**src/rtl/pad_io_turnaround_if.sv**
```systemverilog
// Word-level handshake bundle between protocol engine and pad_io_turnaround.
// master = protocol engine, slave = pad controller.
interface pad_io_turnaround_if #(
  parameter int DATA_W = 8
);
  logic              tx_valid_i;
  logic [DATA_W-1:0] tx_data_i;
  logic              tx_ready_o;
  logic              rx_en_i;
  logic              rx_valid_o;
  logic [DATA_W-1:0] rx_data_o;

  modport master (
    output tx_valid_i, tx_data_i, rx_en_i,
    input  tx_ready_o, rx_valid_o, rx_data_o
  );

  modport slave (
    input  tx_valid_i, tx_data_i, rx_en_i,
    output tx_ready_o, rx_valid_o, rx_data_o
  );
endinterface

```
**src/rtl/pad_io_turnaround.sv**
```systemverilog
// Half-duplex serial controller for one bidirectional pad with turnaround gaps.
// Optional TX loopback echo check enabled by `define PAD_IO_LOOPBACK_CHECK_EN.
module pad_io_turnaround #(
  parameter int DATA_W      = 8,
  parameter int SYNC_STAGES = 2,
  parameter int TURN_CYCLES = 2
) (
  input  logic               clk_i,
  input  logic               rst_i,
  pad_io_turnaround_if.slave bus,
  output logic               pad_oen_o,
  output logic               pad_out_o,
  input  logic               pad_in_i,
  output logic               busy_o,
  output logic               err_o
);

  localparam int TRX_LEN = TURN_CYCLES + SYNC_STAGES;
  localparam int CNT_MAX = (DATA_W > TRX_LEN) ? DATA_W : TRX_LEN;
  localparam int CNT_W   = $clog2(CNT_MAX + 1);
  localparam int RX_W    = $clog2(DATA_W + 1);
  localparam int TT_L    = (TURN_CYCLES > 0) ? TURN_CYCLES - 1 : 0;

  localparam logic [CNT_W-1:0] TT_LAST = CNT_W'(TT_L);
  localparam logic [CNT_W-1:0] TX_LAST = CNT_W'(DATA_W - 1);
  localparam logic [CNT_W-1:0] TR_LAST = CNT_W'(TRX_LEN - 1);
  localparam logic [RX_W-1:0]  RX_LAST = RX_W'(DATA_W - 1);

  typedef enum logic [1:0] {
    RX, TURN_TX, TX, TURN_RX
  } state_t;

  state_t             state;
  logic [CNT_W-1:0]   cnt;
  logic [RX_W-1:0]    rx_cnt;
  logic [DATA_W-1:0]  tx_shreg;
  logic [DATA_W-1:0]  rx_shreg;
  logic [DATA_W-1:0]  rx_data;
  logic               rx_valid;
  logic [SYNC_STAGES-1:0] sync;
  logic               pad_sync;
  logic               tx_ready;
  logic               hs;

  // pad_in_i is asynchronous; this chain is its only sampling point
  always_ff @(posedge clk_i or posedge rst_i) begin
    if (rst_i) begin
      sync <= '0;
    end else begin
      sync <= {sync[SYNC_STAGES-2:0], pad_in_i};
    end
  end

  assign pad_sync = sync[SYNC_STAGES-1];
  assign tx_ready = (state == RX) && (rx_cnt == '0);
  assign hs       = tx_ready && bus.tx_valid_i;

  assign bus.tx_ready_o = tx_ready;
  assign bus.rx_valid_o = rx_valid;
  assign bus.rx_data_o  = rx_data;
  assign busy_o         = (state != RX);

  always_ff @(posedge clk_i or posedge rst_i) begin
    if (rst_i) begin
      state     <= RX;
      cnt       <= '0;
      rx_cnt    <= '0;
      tx_shreg  <= '0;
      rx_shreg  <= '0;
      rx_data   <= '0;
      rx_valid  <= 1'b0;
      pad_oen_o <= 1'b1;
      pad_out_o <= 1'b0;
    end else begin
      rx_valid <= 1'b0;
      unique case (state)
        RX: begin
          if (hs) begin
            cnt <= '0;
            if (TURN_CYCLES == 0) begin
              state     <= TX;
              pad_oen_o <= 1'b0;
              pad_out_o <= bus.tx_data_i[0];
              tx_shreg  <= bus.tx_data_i >> 1;
            end else begin
              state    <= TURN_TX;
              tx_shreg <= bus.tx_data_i;
            end
          end else if (bus.rx_en_i) begin
            rx_shreg <= {pad_sync, rx_shreg[DATA_W-1:1]};
            if (rx_cnt == RX_LAST) begin
              rx_data  <= {pad_sync, rx_shreg[DATA_W-1:1]};
              rx_valid <= 1'b1;
              rx_cnt   <= '0;
            end else begin
              rx_cnt <= rx_cnt + 1'b1;
            end
          end else begin
            rx_cnt <= '0;
          end
        end
        TURN_TX: begin
          if (cnt == TT_LAST) begin
            state     <= TX;
            cnt       <= '0;
            pad_oen_o <= 1'b0;
            pad_out_o <= tx_shreg[0];
            tx_shreg  <= tx_shreg >> 1;
          end else begin
            cnt <= cnt + 1'b1;
          end
        end
        TX: begin
          if (cnt == TX_LAST) begin
            state     <= TURN_RX;
            cnt       <= '0;
            pad_oen_o <= 1'b1;
            pad_out_o <= 1'b0;
          end else begin
            cnt       <= cnt + 1'b1;
            pad_out_o <= tx_shreg[0];
            tx_shreg  <= tx_shreg >> 1;
          end
        end
        TURN_RX: begin
          if (cnt == TR_LAST) begin
            state  <= RX;
            cnt    <= '0;
            rx_cnt <= '0;
          end else begin
            cnt <= cnt + 1'b1;
          end
        end
      endcase
    end
  end

`ifdef PAD_IO_LOOPBACK_CHECK_EN
  localparam logic [CNT_W-1:0] CHK_FIRST = CNT_W'(SYNC_STAGES);

  logic [SYNC_STAGES-1:0] echo_dly;
  logic                   err_q;

  // echo_dly lines the driven bit up with its return through the synchroniser
  always_ff @(posedge clk_i or posedge rst_i) begin
    if (rst_i) begin
      echo_dly <= '0;
      err_q    <= 1'b0;
    end else begin
      echo_dly <= {echo_dly[SYNC_STAGES-2:0], pad_out_o};
      if (hs) begin
        err_q <= 1'b0;
      end else if ((state == TX) && (cnt >= CHK_FIRST) &&
                   (pad_sync != echo_dly[SYNC_STAGES-1])) begin
        err_q <= 1'b1;
      end
    end
  end

  assign err_o = err_q;
`else
  assign err_o = 1'b0;
`endif

endmodule
```
**src/flat_wrapper.sv**
```systemverilog
// flat-port wrapper written by rule: the top's interface ports become plain ports
module pad_io_turnaround_flat 
#(
  parameter int DATA_W      = 8,
  parameter int SYNC_STAGES = 2,
  parameter int TURN_CYCLES = 2
)
  (clk_i, rst_i, pad_oen_o, pad_out_o, pad_in_i, busy_o, err_o, bus_tx_valid_i, bus_tx_data_i, bus_rx_en_i, bus_tx_ready_o, bus_rx_valid_o, bus_rx_data_o);
  pad_io_turnaround_if #(.DATA_W(DATA_W)) bus_i ();
  input  logic clk_i;
  input  logic rst_i;
  output logic pad_oen_o;
  output logic pad_out_o;
  input  logic pad_in_i;
  output logic busy_o;
  output logic err_o;
  input wire logic [$bits(bus_i.tx_valid_i)-1:0] bus_tx_valid_i;
  input wire logic [$bits(bus_i.tx_data_i)-1:0] bus_tx_data_i;
  input wire logic [$bits(bus_i.rx_en_i)-1:0] bus_rx_en_i;
  output wire logic [$bits(bus_i.tx_ready_o)-1:0] bus_tx_ready_o;
  output wire logic [$bits(bus_i.rx_valid_o)-1:0] bus_rx_valid_o;
  output wire logic [$bits(bus_i.rx_data_o)-1:0] bus_rx_data_o;
  assign bus_i.tx_valid_i = bus_tx_valid_i;
  assign bus_i.tx_data_i = bus_tx_data_i;
  assign bus_i.rx_en_i = bus_rx_en_i;
  assign bus_tx_ready_o = bus_i.tx_ready_o;
  assign bus_rx_valid_o = bus_i.rx_valid_o;
  assign bus_rx_data_o = bus_i.rx_data_o;
  pad_io_turnaround #(.DATA_W(DATA_W), .SYNC_STAGES(SYNC_STAGES), .TURN_CYCLES(TURN_CYCLES)) u_core (.clk_i(clk_i), .rst_i(rst_i), .bus(bus_i), .pad_oen_o(pad_oen_o), .pad_out_o(pad_out_o), .pad_in_i(pad_in_i), .busy_o(busy_o), .err_o(err_o));
endmodule
```
**config.mk**
```make
export PLATFORM = sky130hd
export DESIGN_NAME = pad_io_turnaround_flat
export DESIGN_NICKNAME = d
export VERILOG_FILES = /design/src/rtl/pad_io_turnaround_if.sv /design/src/rtl/pad_io_turnaround.sv /design/src/flat_wrapper.sv
export SDC_FILE = /design/constraint.sdc
export NUM_CORES = 1
export LEC_CHECK = 0
export ABC_AREA = 0
export BUFFER_PORTS_ARGS = -buffer_cell sky130_fd_sc_hd__buf_2
export CORE_ASPECT_RATIO = 1.75
export CORE_MARGIN = 3
export CORE_UTILIZATION = 28
export DETAILED_ROUTE_END_ITERATION = 16
export PLACE_DENSITY = 0.45
export SETUP_SLACK_MARGIN = 0.1
export SKIP_LAST_GASP = 1
export SLEW_MARGIN = 20
export SYNTH_ARGS = -nofsm -noshare
export SYNTH_HDL_FRONTEND = slang
export SYNTH_SLANG_ARGS = --single-unit
```
**constraint.sdc**
```tcl
create_clock -name clk_i -period 5 [get_ports clk_i]
set_clock_uncertainty 0.1 [all_clocks]
set_input_delay 0 -clock clk_i [delete_from_list [all_inputs] [get_ports clk_i]]
set_output_delay 0 -clock clk_i [all_outputs]
set_load 0.1 [all_outputs]
```
**Word level (Yosys, flattened, before mapping)**

Index checks and enable logic that the tools add are counted.

- Bits in registers: 39
- Output and inout bits: 14
- Logic and storage cells: 70
- Input bits: 13

- Multiplexer cells: 29
- Eq/ne operators: 13
- Reductions and logical operators: 15
- $add $sub $neg: 2
- Bitwise gates (word level): 1

Operator list:

| cell | number |
|---|---|
| 4-bit 2-to-1 mux | 8 |
| 8-bit 2-to-1 mux | 3 |
| 8-bit case mux with 3 select lines | 1 |
| 4-bit case mux with 4 select lines | 1 |
| 4-bit AND reduction | 3 |
| 3-bit AND reduction | 3 |
| 4-bit by 1-bit adder with 4-bit output (second input constant) | 2 |
| 4-bit by 3-bit equality test with 1-bit output (second input constant) | 2 |
| 1-bit 2-to-1 mux | 8 |
| 2-bit 2-to-1 mux | 4 |
| 2-bit by 1-bit != test with 1-bit output (second input constant) | 4 |
| 2-bit case mux with 4 select lines | 1 |
| 4-bit case mux with 2 select lines | 1 |
| 2-bit nonzero test | 3 |
| 2-bit equality test (second input constant) | 2 |
| 4-bit by 1-bit equality test with 1-bit output (second input constant) | 1 |
| 4-bit by 2-bit equality test with 1-bit output (second input constant) | 1 |
| 4-bit zero test | 1 |
| 2-bit != test (second input constant) | 2 |
| 1-bit case mux with 2 select lines | 2 |
| 3-bit nonzero test | 1 |
| 2-bit by 1-bit equality test with 1-bit output (second input constant) | 1 |
| 1-bit logical AND | 2 |
| 2-bit zero test | 1 |
| 2 further kinds | 2 |

**Depth between registers and ports, before layout**

- Depth in word-level cells: 5
- Depth in mapped cells: 8
- Depth with buffers taken out: 6

**Worst setup path before layout**

Ideal clock, no wire load.

- Kind: flip-flop to output port
- Start: register u_core.state[0]
- End: output bus_tx_ready_o
- Slack: 447 ps
- Path buffers: 0
- Cell stages (with the launch flop): 5
- Data arrival time: 4453 ps
- Path through: dfrtp_1 > inv_1 > ha_1 > inv_1 > nor4b_1

- Longest elaborated chain between the ends: 2

RTL lines:

| what | line | source |
|---|---|---|
| from (decl) | pad_io_turnaround.sv:33 | `state_t state;` |
| from (signal assigned) | pad_io_turnaround.sv:65 | `state <= RX;` |
| from (signal assigned) | pad_io_turnaround.sv:81 | `state <= TX;` |
| from (signal assigned) | pad_io_turnaround.sv:86 | `state <= TURN_TX;` |
| 2-bit zero test | pad_io_turnaround.sv:55 | `assign tx_ready = (state == RX) && (rx_cnt == '0);` |
| 1-bit logical AND | pad_io_turnaround.sv:55 |  |
| to (decl) | flat_wrapper.sv:20 | `output wire logic [$bits(bus_i.tx_ready_o)-1:0] bus_tx_ready_o;` |

Every way passes these cells.

**Worst setup path in the final report**

- Start: register u_core.state[0]
- End: register u_core.rx_data[1] (netlist: u_core.bus.rx_data_o[1])

- Longest elaborated chain between the ends: 5

RTL lines:

| what | line | source |
|---|---|---|
| 2-bit zero test (*) | pad_io_turnaround.sv:55, pad_io_turnaround.sv:76 |  |
| 1-bit logical AND | pad_io_turnaround.sv:55 |  |
| 1-bit logical AND | pad_io_turnaround.sv:56 | `assign hs = tx_ready && bus.tx_valid_i;` |
| 1-bit inverter (no line) | n/a |  |
| 4-bit AND reduction (no line) (*) | n/a |  |
| to (signal assigned) | pad_io_turnaround.sv:92 | `rx_data <= {pad_sync, rx_shreg[DATA_W-1:1]};` |
| to (decl) | pad_io_turnaround.sv:38 | `logic [DATA_W-1:0] rx_data;` |

Every way passes the cells marked *; elsewhere a longest branch is shown, timed or not.
A chain may end at the register's enable or synchronous reset.

==> flow_summary.ini <==
[critical_path]
crit_family = simple AND/OR/NAND/NOR gates
slowest_stage = nor3b_2
rrSetupSlack_ns = 2.43
cp_num_buf_inv = 1
end_kind = flip-flop
r2r-start = u_core.state[0]
path_class = flip-flop to flip-flop
crit_chain = inv_1 > ha_1 > and3_1 > nor3b_2 > mux2_4
critPathMaxStageDelay_ns = 0.78
worstPathRequired_ns = 5.06
cp.arrival_ns = 2.63
reg2regPathDepth = 5
critPathMaxFanout = 9
worstReg2RegEnd = u_core.bus.rx_data_o[1]
crit_path_start_kind = flip-flop

[yosys]
synth_most_common_cell = dfrtp_1
synth_cells = 155
synth_ff_type = dfrtp_1
synth_top_cell_area_share_pct = 47.77
ys_top_cells_by_count = dfrtp_1 (37), mux2_2 (23), ha_1 (10), inv_1 (10)
synth-edff-count = 0
ys_seq_elements = 38
yosysTopAreaCell = dfrtp_1
ys_types = 37
ys_warn_count = 0
async_flop_share_pct = 100.0
avgSynthCellArea_um2 = 12.50
syn_area_um2 = 1938
synth_area_leaders = dfrtp_1 (48%), mux2_2 (13%), ha_1 (6.5%)
yosysSeqAreaShare_pct = 49.13
synth.net_count = 178

[timing]
fin_hold_ws_ns = 0.09055
final.setup.tns_ns = 0
relSlewSlack_pct = 42.37
setup_violations = 0
rsz0062_at_grt = false
min_period_over_period_pct = 51.41
period_needed_ns = 2.570
maxSlewViolCount = 0
hold_viol_final = 0
worstMarginPinSlew_ns = 0.8607
fmax_ghz = 0.3891

[power]
p_leak_nw = 1.130
fin_total_pwr_w = 0.001616
vdd_ir_drop_max_uv = 374.1
power.density_nw_per_um2 = 664.0

[route]
drc = 0
postRouteAntennaNets = 0
routedWlPerCell_um = 14.30
drt-initial-drc-count = 65
drt_wl_total_um = 3960
routed_via_density = 4.805
vias = 1331
dr.pass1.iters = 4

[layout]
syn2layout_area_growth_pct = 25.56
antenna_cells = 0
final_nets = 217
drive_above_1_share_pct = 35.38

[clock_network]
cts-htree-levels = 2
root_buffer = clkbuf_16
cts_sinks = 38
cts_resized = 0
cts.clk_slew.worst_paths_ns = 0.06
insertion_delay_ns = 0.28
cts_tree = done
cts_inserted_buffers = 5
clockBufferDepth = 2

[global_routing]
grt_max_degree = 39
antenna_found_initial = 0
first_global_vias = 1517
grt_usage_pct = 11.41
overflow = 0
grt_pass1_wl_um = 6720

[place]
gp_congestion = 0.7340
dp_hpwl_um = 2985
portBuffers = 25

[min_path]
hold_depth = 4
holdPathEnd = u_core.rx_cnt[3]
min_path_type = input port to flip-flop
worstHoldStart = bus_rx_en_i

[floorplanning]
rows = 39
fp.coreArea_um2 = 6636
die_height_um = 116.1
initial_core_util_pct = 29.20
io_pins = 27
fp.dieArea_um2 = 7995
die_x_um = 68.89

[status]
outcome = completed

[job]
max-cap-violations = 0
-- repair_timing --
action,in CTS,in global routing
setup endpoints to repair,0,0
hold buffers,10,0
hold endpoints to repair,46,0
buffers inserted,0,0
-- routing by layer --
layer  track usage, %  wire [um]  vias to the layer above
li1                 -          -                      628
met1            10.91       1435                      658
met2            21.30       2259                       38
met3            3.104        171                        7
met4            5.599         93                        0
met5                0          0                        -
-- registers in the layout (all words and copies together), names as in the netlist --
name	count
u_core.sync	2
u_core.state	2
u_core.rx_cnt	4
u_core.bus.rx_valid_o	1
u_core.tx_shreg	8
u_core.cnt	4
u_core.pad_oen_o	1
u_core.pad_out_o	1
u_core.rx_shreg	7
u_core.bus.rx_data_o	8
-- cell usage in the layout, fill, tap and decap left out, types with 2 or more instances in the layout --
master,count
mux2_2,23
dlygate4sd3_1,10
o21ai_0,7
mux2_4,8
ha_1,10
nor2_1,3
a32o_1,2
nand2b_1,5
buf_2,25
and3_1,2
nor2b_1,3
clkbuf_16,5
inv_1,10
nand3_1,6
bufinv_16,2
nand2_1,8
dfrtp_1,37
o2111ai_1,2
o2bb2ai_1,2
a21oi_1,5
-- cell type report --
type | count | area [um^2]
clock buffers | 5 | 125.1
repair buffers | 36 | 232.7
multi-input cells | 103 | 914.6
inverters | 10 | 37.54
clock inverters | 3 | 68.82
flip-flops and latches | 38 | 952.2
well taps | 82 | 102.6
fillers | 686 | 4203
-- how the worst max path moves through the flow --
stage / from / to / slack [ns] / depth (start not counted)
after floorplan: u_core.state[0] / bus_tx_ready_o / 0.45 / 4
after global placement: u_core.state[0] / u_core.bus.rx_data_o[7] / 2.50 / 5
after detailed placement: u_core.state[0] / u_core.bus.rx_data_o[2] / 2.40 / 5
after CTS: u_core.state[0] / u_core.bus.rx_data_o[1] / 2.41 / 5
after global routing: u_core.state[0] / u_core.bus.rx_data_o[5] / 2.22 / 5
final: u_core.state[0] / u_core.bus.rx_data_o[1] / 2.43 / 5
-- worst min-delay path: stages --
cell and delay, ns:
buf_2 0.11, nor2b_1 0.17, nand2_1 0.08, a21oi_1 0.07
-- power breakdown --
group          switching, W  internal (W)  leakage (nW)
sequential        0.0000737      0.000408         0.489
clock              0.000124      0.000286        0.0940
combinational      0.000416      0.000308         0.547
total              0.000613       0.00100          1.13
-- metrics by stage --
| step | worst slack [ns] | instances | cell area, um^2 | util, % |
|---|---|---|---|---|
| final | 2.430 | 277 | 2434 | 36.67 |
| after floorplan | 0.4469 | 155 | 1938 | - |
| after global routing | 2.221 | 277 | 2434 | 36.67 |
| after CTS | 2.406 | 277 | 2434 | 36.67 |
| after global placement | 2.496 | 259 | 2140 | 32.24 |
| after detailed placement | 2.404 | 259 | 2140 | 32.24 |
-- cells by family (layout without fill, tap and decap cells) --
group           count (synthesis)  in the layout  synth area share (%)
mux                            31             31                 19.56
compound gates                 25             25                 9.749
fa+ha+maj                      10             10                 6.456
other cells                     1              1                0.1935
xor+xnor                        1              1                0.4520
simple gates                   35             35                 10.78
flops                          38             38                 49.13
buf+inv                        14             54                 3.680
Power figures use the tool's default switching activity.
